[config.mk]
export PLATFORM = sky130hd
export DESIGN_NAME = encrypter_in
export DESIGN_NICKNAME = d
export VERILOG_FILES = /design/src/rtl/encrypter_in.sv
export SDC_FILE = /design/constraint.sdc
export NUM_CORES = 1
export LEC_CHECK = 0
export ABC_CLOCK_PERIOD_IN_PS = 2500
export BUFFER_PORTS_ARGS = -buffer_cell sky130_fd_sc_hd__clkbuf_2
export CORE_UTILIZATION = 56
export DETAILED_ROUTE_END_ITERATION = 8
export PLACE_DENSITY = 0.78
export SYNTH_ARGS = -nofsm -noshare
export SYNTH_HDL_FRONTEND = slang
export SYNTH_SLANG_ARGS = --single-unit
[constraint.sdc]
create_clock -name clk -period 2.5 [get_ports clk]
set_input_delay 0.375 -clock clk [delete_from_list [all_inputs] [get_ports clk]]
set_output_delay 0.375 -clock clk [all_outputs]
set_load 0.01 [all_outputs]
[src/rtl/encrypter_in.sv]
// Receive-side word assembler: packs four UART bytes (MSB first) into a 32-bit word
// for the crypter, holding the word while the crypter is busy and dropping stale partial words.
module encrypter_in #(
    parameter int TIMEOUT_CYCLES = 1_000_000
) (
    input  logic        clk,
    input  logic        rst,
    input  logic        rx_done_tick,
    input  logic [7:0]  rx_data,
    input  logic        crypt_busy,
    output logic        word_ready,
    output logic [31:0] data_out,
    output logic        receiving,
    output logic        overrun_tick,
    output logic        timeout_tick
);

    localparam int TW = $clog2(TIMEOUT_CYCLES);
    // The timer is checked before it increments, so the expiry compare uses TIMEOUT_CYCLES-2.
    localparam logic [TW-1:0] TIMER_LAST = TW'(TIMEOUT_CYCLES - 2);

    typedef enum logic [1:0] {
        IDLE,
        COLLECT,
        HOLD
    } state_t;

    state_t        state;
    state_t        state_next;
    logic [1:0]    byte_count;
    logic [1:0]    byte_count_next;
    logic [31:0]   shift_buf;
    logic [31:0]   shift_buf_next;
    logic [31:0]   shifted;
    logic [31:0]   data_next;
    logic [TW-1:0] timer;
    logic [TW-1:0] timer_next;
    logic          ready_next;
    logic          overrun_next;
    logic          timeout_next;

    assign shifted   = {shift_buf[23:0], rx_data};
    assign receiving = (state != IDLE);

    always_comb begin
        state_next      = state;
        byte_count_next = byte_count;
        shift_buf_next  = shift_buf;
        timer_next      = timer;
        data_next       = data_out;
        ready_next      = 1'b0;
        overrun_next    = 1'b0;
        timeout_next    = 1'b0;

        case (state)
            IDLE: begin
                if (rx_done_tick) begin
                    shift_buf_next  = shifted;
                    byte_count_next = 2'd1;
                    timer_next      = '0;
                    state_next      = COLLECT;
                end
            end

            COLLECT: begin
                // A byte arriving on the expiry cycle wins over the timeout.
                if (rx_done_tick) begin
                    shift_buf_next  = shifted;
                    byte_count_next = byte_count + 2'd1;
                    timer_next      = '0;
                    if (byte_count == 2'd3) begin
                        data_next = shifted;
                        if (crypt_busy) begin
                            state_next = HOLD;
                        end else begin
                            ready_next = 1'b1;
                            state_next = IDLE;
                        end
                    end
                end else if (timer == TIMER_LAST) begin
                    state_next      = IDLE;
                    byte_count_next = 2'd0;
                    timer_next      = '0;
                    timeout_next    = 1'b1;
                end else begin
                    timer_next = timer + TW'(1);
                end
            end

            HOLD: begin
                if (!crypt_busy) begin
                    ready_next = 1'b1;
                    if (rx_done_tick) begin
                        shift_buf_next  = shifted;
                        byte_count_next = byte_count + 2'd1;
                        timer_next      = '0;
                        state_next      = COLLECT;
                    end else begin
                        state_next = IDLE;
                    end
                end else if (rx_done_tick) begin
                    overrun_next = 1'b1;
                end
            end

            default: begin
                state_next      = IDLE;
                byte_count_next = 2'd0;
                timer_next      = '0;
            end
        endcase
    end

    always_ff @(posedge clk) begin
        if (rst) begin
            state        <= IDLE;
            byte_count   <= 2'd0;
            shift_buf    <= 32'd0;
            timer        <= '0;
            data_out     <= 32'd0;
            word_ready   <= 1'b0;
            overrun_tick <= 1'b0;
            timeout_tick <= 1'b0;
        end else begin
            state        <= state_next;
            byte_count   <= byte_count_next;
            shift_buf    <= shift_buf_next;
            timer        <= timer_next;
            data_out     <= data_next;
            word_ready   <= ready_next;
            overrun_tick <= overrun_next;
            timeout_tick <= timeout_next;
        end
    end

endmodule

[Word level (Yosys, flattened, before mapping)]
Index checks and enable logic that the tools add are counted.
W data, S select, Z words.
Word-level totals
  output and inout port bits: 36
  bits of input ports: 12
  word-level logic and storage cells: 58
  bits in registers: 91
Operators by class
  reduce and logical (&&, ||, !) cells: 10
  mux-type cells: 26
  bitwise gates (word level): 3
  eq/ne operators: 9
  add/subtract/negate cells: 2
Operator list (number)
  $mux W20: 4
  $mux W32: 2
  $pmux W32 S2: 1
  $pmux W20 S3: 1
  $add A20 B1 Y20 const B: 1
  $eq A20 B20 Y1 const B: 1
  $mux W2: 9
  $pmux W2 S3: 2
  $reduce_and A4 Y1: 2
  $mux W1: 6
  $ne A2 B2 Y1 const B: 3
  $ne A3 B3 Y1 const B: 2
  $reduce_or A3 Y1: 2
  $eq A2 B2 Y1 const B: 2
  $reduce_bool A2 Y1: 2
  $not A1 Y1: 3
  $reduce_and A3 Y1: 1
  $add A2 B1 Y2 const B: 1
  $eq A2 B1 Y1 const B: 1
  $logic_not A2 Y1: 1
  $pmux W1 S2: 1
  $reduce_and A2 Y1: 1
  $reduce_or A2 Y1: 1

[Depth between registers and ports, before layout]
Gate-level depths: netlist (run 1).
  depth in word-level cells: 4
  depth in mapped cells: 8

[Least setup slack after synthesis (run 1)]
OpenSTA, ideal clock, no wires.
  kind: register to register
  from: reg timer[6]
  to: reg byte_count[1]
  slack: 0.465 ns
  stages on the path, launching flop included: 6
  arrival: 1.964 ns
  path buffers: 0
  period minus slack after synthesis: 2.035 ns
  library setup time: 0.070 ns
  cell sequence: dfxtp_1 > or4b_4 > nor4_4 > a21oi_2 > or4_1 > a21oi_1
Between the ends
  cells in the longest elaborated chain, start to end: 3
Ends and longest elaborated chain
  from (decl): line 36  | logic [TW-1:0] timer;
  from (signal assigned): line 128  | timer <= timer_next;
  $eq A20 B20 Y1: line 80  | end else if (timer == TIMER_LAST) begin
  $ne A3 B3 Y1 (no source line)
  $reduce_and A4 Y1 (no source line)
  to (signal assigned): line 126  | byte_count <= byte_count_next;
  to (decl): line 30  | logic [1:0] byte_count;
Every way passes these cells.
A chain may end at the register's enable or synchronous reset.

[Worst setup path in the final report (run 1)]
Ends and elaborated chain as after synthesis.

==> summary.txt, run 1 <==
STA
  – Maximum clock rate: 438 MHz
  – Relative slew slack: 0.320
  – Final critical path time including I/O delays and setup: 2280 ps
  – Slew at the pin with the worst max-slew slack: roughly 1000 ps
  – Final-report max-slew violation count: 0
  – Final Hold Fails: 0
  – Clock Skew: 5.53 ps
  – Fin crit share: 0.913
  – Final worst-path setup slack: 218 ps
  – Setup violations, final: 0
  – Total negative setup slack: 0 ps
  – Unrepaired setup endpoints after global routing: no

Power
  – Pleak: 0.00138 uW
  – Worst VDD drop: 0.000385 V
  – Power density of the placed cells: 667 mW/mm^2

Drt
  – Post-detailed-route via-to-cell ratio: 5.39
  – DR WL/cell: about 13 microns
  – Routed via count: approximately 2900
  – Count of nets left with antenna violations after detail routing: 0
  – Number of detailed-route iterations in the first pass: 4
  – Violation count after the first detailed-route iteration: 199
  – Drt total wl: around 7000 microns
  – Drc violations: 0

Clock network
  – Clock latency reported for the late side of the worst-skew pair: 350 ps
  – Cts bufs inserted: 9
  – Clock Sinks: 83
  – Clock transition time at the flip-flop clock pins of the worst setup and hold paths: 80 ps
  – Hold Buf Count CTS: 0
  – CTS tree: done
  – Number of levels the H-tree was split into: 3
  – Number of buffers inserted to repair setup after CTS: 0
  – Number of gates resized after CTS: 0
  – Maximum count of clock buffers along a single path: 2
  – Root Driver: sky130_fd_sc_hd__clkbuf_8

Critical path
  – Setup slack of the most critical reg-to-reg path: 220 ps
  – Kind of end point of the critical path: flip-flop
  – CP Launch Point: timer[6]
  – Endpoint of the worst register-to-register path: byte_count[1]
  – Worst endpoint required time: 2780 ps
  – Number of cells on the worst reg-to-reg path: 5
  – Worst-path maximum fanout: 18
  – Critical register-to-register path startpoint: timer[6]
  – WS Path Type: flip-flop to flip-flop
  – Worst Setup EP: byte_count[1]
  – Worst setup SP type: flip-flop
  – Signal arrival time at the worst endpoint: 2560 ps

Worst hold path
  – HP Start: rx_data[6]
  – Worst hold path class: input pin to flip-flop

Logic synthesis
  – Number of synthesized register bits: 83
  – Post-synthesis cell area: between 0.003 and 0.004 sq mm
  – Fraction of the yosys area taken by sequential cells: 0.499
  – Net Count, Synth: 437
  – Fraction of registers with async set or reset after synthesis: 0
  – Number of synthesized flops with an enable pin: 0
  – Syn avg cell area: around 8 sq um
  – Most used DFF post-synth: sky130_fd_sc_hd__dfxtp_1
  – Count of mapped cells out of synthesis: 418
  – Netlist cell types: 36
  – Number of synthesis warnings: 0

Floorplan
  – Y dimension of the die: 79.1 microns
  – Effective utilization at floorplan: 0.594
  – X dimension of the die: ~79 microns
  – IO Count: between 40 and 50
  – Area of the die: 0.00626 sq mm
  – Std-Cell Rows: 27
  – Floorplan core area: approximately 0.0056 sq mm

Finish
  – Area of all placed cells without fillers: 0.00381 sq mm
  – # fillers: 476
  – Multi-input gate area in the final layout: 0.00156 sq mm
  – Final Core Density: 0.680
  – Final nets: ~480
  – Commonest cells after routing, fill and taps aside: sky130_fd_sc_hd__nand2_1 (128), sky130_fd_sc_hd__dfxtp_1 (83), sky130_fd_sc_hd__a21oi_1 (64)
  – Most common cell after layout, fill and taps aside: sky130_fd_sc_hd__nand2_1
  – Footprint of the flip-flops and latches: 0.00166 sq mm
  – Growth of design area from synthesis to finish: 14.5%
  – Share of layout cells above drive strength 1: 0.158
  – ANT cells: 0
  – Finished Layout Cells: about 540

Global route
  – GRT Residual Overflow: 0
  – Largest net degree at the start of global routing: 34
  – Via count of the first global-routing pass: 2600
  – Wire length of the first global-routing pass: 11800 microns
  – Global-route total usage across every layer: 0.242
  – Initial antenna violation count: 0

Placement
  – Standard cell area after detailed placement: about 0.0036 sq mm
  – Routability cong.: 0.863
  – DP HPWL: approximately 4600 microns
  – Total of buffers placed on input and output ports: 47
  – Place WS: 238 ps
  – Total placed cells including tap cells: 519

Run
  – Max capacitance violation total: 0

Run status
  – Status: completed
[per-stage QoR]
| stage | power, uW | hold slack (ps) |
|---|---|---|
| after global routing | 2650 | 251 |
| final | 2550 | 255 |
| after floorplan | 1530 | 432 |
| after CTS | 2560 | 244 |
| after global placement | 1580 | 438 |
| after detailed placement | 1590 | 444 |
[logic make-up after synthesis]
group           count (synthesis)  synth area share
simple gates                  203             0.273
flops                          83             0.499
compound gates                 81             0.131
buf+inv                        30            0.0342
xor+xnor                       14            0.0368
fa+ha+maj                       7            0.0263
[registers in the layout (all words and copies together) (netlist names)]
register / cells
state: 2
data_out: 32
timer: 20
overrun_tick: 1
timeout_tick: 1
shift_buf: 24
word_ready: 1
byte_count: 2
[area by class of cell]
cell class,count,area share
Clock inverter,5,0.0161
Timing Repair Buffer,53,0.0735
Sequential cell,83,0.436
Clock buffer,11,0.0371
Inverter,6,0.00591
Multi-Input combinational cell,305,0.408
Tap cell,72,0.0236
[Yosys cell counts, drive strengths merged, types with 2 or more instances]
cell	instances	area share
nand3b	2	0.0045
nor3	8	0.012
nand4b	2	0.0053
and4	2	0.0053
nand3	10	0.015
clkbuf	23	0.026
dfxtp	83	0.50
nor4	3	0.010
a21oi	65	0.099
xnor2	13	0.034
and4b	2	0.0060
a31oi	3	0.0056
and3	4	0.0075
nand4	5	0.0094
nor2	27	0.030
nand2	128	0.14
inv	6	0.0068
o2111ai	2	0.0053
nand2b	2	0.0038
ha	7	0.026
o21ai	6	0.0090
or4	4	0.0090
[worst max-delay path, cell delays in order, from the launching register on]
cell                      delay, ps
sky130_fd_sc_hd__dfxtp_1        380
sky130_fd_sc_hd__or4b_4         570
sky130_fd_sc_hd__nor4_4         320
sky130_fd_sc_hd__a21oi_2        250
sky130_fd_sc_hd__or4_1          540
sky130_fd_sc_hd__a21oi_1        150
[how the worst min path moves through the flow]
stage,endpoint,slack [ps],depth (start not counted)
floorplan,data_out[24],430,2
global placement,data_out[24],440,2
detailed placement,data_out[24],440,2
CTS,data_out[6],240,3
global route,data_out[6],250,3
finish,data_out[6],260,3
[metal layers]
layer  track usage  wire length, microns
met5             0                     0
met2         0.366                  3100
met1         0.326                  3390
met4        0.0945                    76
met3        0.0667                   413
[report_power, final]
part	total, uW	switching (uW)	internal, uW
registers	1360	19.6	1340
clock network	986	491	495
logic	195	133	62.7
Power figures use the tool's default switching activity.
==> run 2: changes to the inputs <==
--- a/config.mk
+++ b/config.mk
@@ -9,6 +9,7 @@
 export BUFFER_PORTS_ARGS = -buffer_cell sky130_fd_sc_hd__clkbuf_2
 export CORE_UTILIZATION = 56
 export DETAILED_ROUTE_END_ITERATION = 8
+export GPL_TIMING_DRIVEN = 0
 export PLACE_DENSITY = 0.78
 export SYNTH_ARGS = -nofsm -noshare
 export SYNTH_HDL_FRONTEND = slang
==> run 2 against run 1 <==
  * Cell count is 3.2% higher
  * Design area rose by 1.3%
  * Core utilization rose by 0.89 points
==> summary.txt, run 2 (synthesized netlist as in run 1, its figures left out) <==
Global route
  – Global Route met1 Usage: 0.352 (was 0.326)
  – Global Route met2 Usage: 0.372 (was 0.366)
  – Largest net degree at the start of global routing: 16 (was 34)
  – Wire length of the first global-routing pass: 12400 microns (was 11800 microns)
  – Global-route total usage across every layer: 0.254 (was 0.242)
  – GRT Residual Overflow: 0 (unchanged)
  – Peak-usage layer in the global routing report: met2 (unchanged)
  – Initial antenna violation count: 0 (unchanged)
  – Met3 Use GR: 0.0644 (was 0.0667)
  – Via count of the first global-routing pass: 2705 (was 2600)

Finish
  – Share of layout cells above drive strength 1: 0.142 (was 0.158)
  – Growth of design area from synthesis to finish: 16.0% (was 14.5%)
  – Commonest cells after routing, fill and taps aside: sky130_fd_sc_hd__nand2_1 (128), sky130_fd_sc_hd__dfxtp_1 (83), sky130_fd_sc_hd__a21oi_1 (64) (unchanged)
  – Final Core Density: 0.689 (was 0.680)
  – Most common cell after layout, fill and taps aside: sky130_fd_sc_hd__nand2_1 (unchanged)
  – Number of flip-flops in the largest register: 32 (unchanged)
  – Regs by FF count: data_out x32, shift_buf x24, timer x20 (unchanged)
  – Register bank with the most flops: data_out (unchanged)
  – Final nets: 494 (was 477)
  – ANT cells: 0 (unchanged)

Drt
  – Number of detailed-route iterations in the first pass: 4 (unchanged)
  – Count of nets left with antenna violations after detail routing: 0 (unchanged)
  – DR WL/cell: 13.3 microns (was 13.1 microns)
  – Violation count after the first detailed-route iteration: 240 (was 199)
  – Routed via count: 2996 (was 2881)
  – Drc violations: 0 (unchanged)
  – Drt total wl: 7360 microns (was 6980 microns)
  – Post-detailed-route via-to-cell ratio: 5.43 (was 5.39)

STA
  – Final Hold Fails: 0 (unchanged)
  – Total negative setup slack: 0 ps (unchanged)
  – Clock Skew: 12.9 ps (was 5.53 ps)
  – Fin crit share: 0.917 (was 0.913)
  – Final-report max-slew violation count: 0 (unchanged)
  – Slew at the pin with the worst max-slew slack: 610 ps (was 1010 ps)
  – Maximum clock rate: 436 MHz (was 438 MHz)
  – Final hold slack: 250 ps (was 255 ps)
  – Unrepaired setup endpoints after global routing: no (unchanged)
  – Final critical path time including I/O delays and setup: 2290 ps (was 2280 ps)
  – Setup violations, final: 0 (unchanged)
  – Relative slew slack: 0.589 (was 0.320)

Floorplan
  – Floorplan core area: 0.00561 sq mm (unchanged)
  – Area of the die: 0.00626 sq mm (unchanged)
  – Std-Cell Rows: 27 (unchanged)
  – Effective utilization at floorplan: 0.594 (unchanged)
  – IO Count: 48 (unchanged)
  – Y dimension of the die: 79.1 microns (unchanged)
  – X dimension of the die: 79.1 microns (unchanged)

Clock network
  – Clock Sinks: 83 (unchanged)
  – Number of buffers inserted to repair setup after CTS: 0 (unchanged)
  – Clock latency reported for the late side of the worst-skew pair: 360 ps (was 350 ps)
  – CTS tree: done (unchanged)
  – Root Driver: sky130_fd_sc_hd__clkbuf_8 (unchanged)
  – Maximum count of clock buffers along a single path: 2 (unchanged)
  – Number of levels the H-tree was split into: 3 (unchanged)
  – Number of gates resized after CTS: 0 (unchanged)
  – Cts bufs inserted: 9 (unchanged)
  – Clock transition time at the flip-flop clock pins of the worst setup and hold paths: 80 ps (about the same)
  – Hold Buf Count CTS: 0 (unchanged)

Critical path
  – WS Path Type: flip-flop to flip-flop (unchanged)
  – Signal arrival time at the worst endpoint: 2530 ps (was 2560 ps)
  – Setup slack of the most critical reg-to-reg path: 210 ps (was 220 ps)
  – Worst endpoint required time: 2740 ps (was 2780 ps)
  – Critical register-to-register path startpoint: timer[6] (unchanged)
  – Endpoint of the worst register-to-register path: timer[14] (was byte_count[1])
  – Kind of end point of the critical path: flip-flop (unchanged)
  – Worst-path maximum fanout: 10 (was 18)
  – Worst setup SP type: flip-flop (unchanged)
  – Number of cells on the worst reg-to-reg path: 6 (was 5)

Power
  – Power density of the placed cells: 664 mW/mm^2 (was 667 mW/mm^2)
  – Pleak: 0.00138 uW (about the same)
  – Worst VDD drop: 0.000411 V (was 0.000385 V)

Placement
  – Routability cong.: 0.814 (was 0.863)
  – Total of buffers placed on input and output ports: 46 (was 47)
  – DP HPWL: 5250 microns (was 4570 microns)

Worst hold path
  – HP Start: rx_data[6] (unchanged)
  – Worst hold path class: input pin to flip-flop (unchanged)
  – Count of cells along the worst hold path: 3 (unchanged)
  – Destination of the worst hold path: shift_buf[6] (was data_out[6])

Run
  – Max capacitance violation total: 0 (unchanged)

Run status
  – Status: completed (unchanged)
-- run 2: cell count changes in the layout (fill, tap and decap cells not counted) --
cell	previous run	this run
sky130_fd_sc_hd__inv_6	1	0
sky130_fd_sc_hd__clkinvlp_4	0	2
sky130_fd_sc_hd__clkbuf_1	1	23
sky130_fd_sc_hd__clkinv_2	1	0
sky130_fd_sc_hd__buf_2	0	1
sky130_fd_sc_hd__buf_4	6	0
sky130_fd_sc_hd__inv_8	0	1
sky130_fd_sc_hd__clkbuf_2	47	46
-- run 2: area by class of cell --
type                       count  area, sq um
buffer                        24         91.3
clock buffer                  10          138
timing repair buffer          46          230
fill                         491         1740
sequential                    83         1660
clock inverter                 6         73.8
inverter                       6         22.5
multi-input combinational    305         1560
tap                           72         90.1
-- run 2: through the flow --
| step | std cells | power, uW | instance area [sq um] | setup slack [ps] |
|---|---|---|---|---|
| floorplan | 418 | 1530 | 3330 | 465 |
| global placement | 536 | 1590 | 3650 | 216 |
| detailed placement | 536 | 1590 | 3650 | 226 |
| CTS | 552 | 2580 | 3860 | 203 |
| global route | 552 | 2660 | 3860 | 55.0 |
| finish | 552 | 2560 | 3860 | 207 |
-- run 2: report_power, final --
group          internal (uW)  total, uW  switching (uW)
registers               1340       1360            19.8
logic                   63.6        204             140
clock network            499        996             498
total                   1910       2560             658
-- run 2: how the worst max path moves through the flow --
| stage | from | to | slack [ps] | cells after the start |
|---|---|---|---|---|
| detailed placement | timer[6] | timer[14] | 230 | 6 |
| finish | timer[6] | timer[14] | 210 | 6 |
| global route | timer[6] | timer[13] | 50 | 6 |
| CTS | timer[6] | timer[14] | 200 | 6 |
| floorplan | timer[6] | byte_count[1] | 470 | 5 |
| global placement | timer[6] | timer[18] | 220 | 6 |
-- run 2: critical path: stages, from the launching register on --
cell                       delay, ps
sky130_fd_sc_hd__dfxtp_1         390
sky130_fd_sc_hd__or4b_4          570
sky130_fd_sc_hd__nor4_4          330
sky130_fd_sc_hd__a21oi_2         180
sky130_fd_sc_hd__o21bai_1        340
sky130_fd_sc_hd__buf_2           290
sky130_fd_sc_hd__nor2_1           80
-- run 2: routing by layer --
layer | vias to the layer above | wire [microns]
li1 | 1510 | -
met1 | 1368 | 3510
met2 | 103 | 3200
met3 | 15 | 519
met5 | - | 0
met4 | 0 | 128
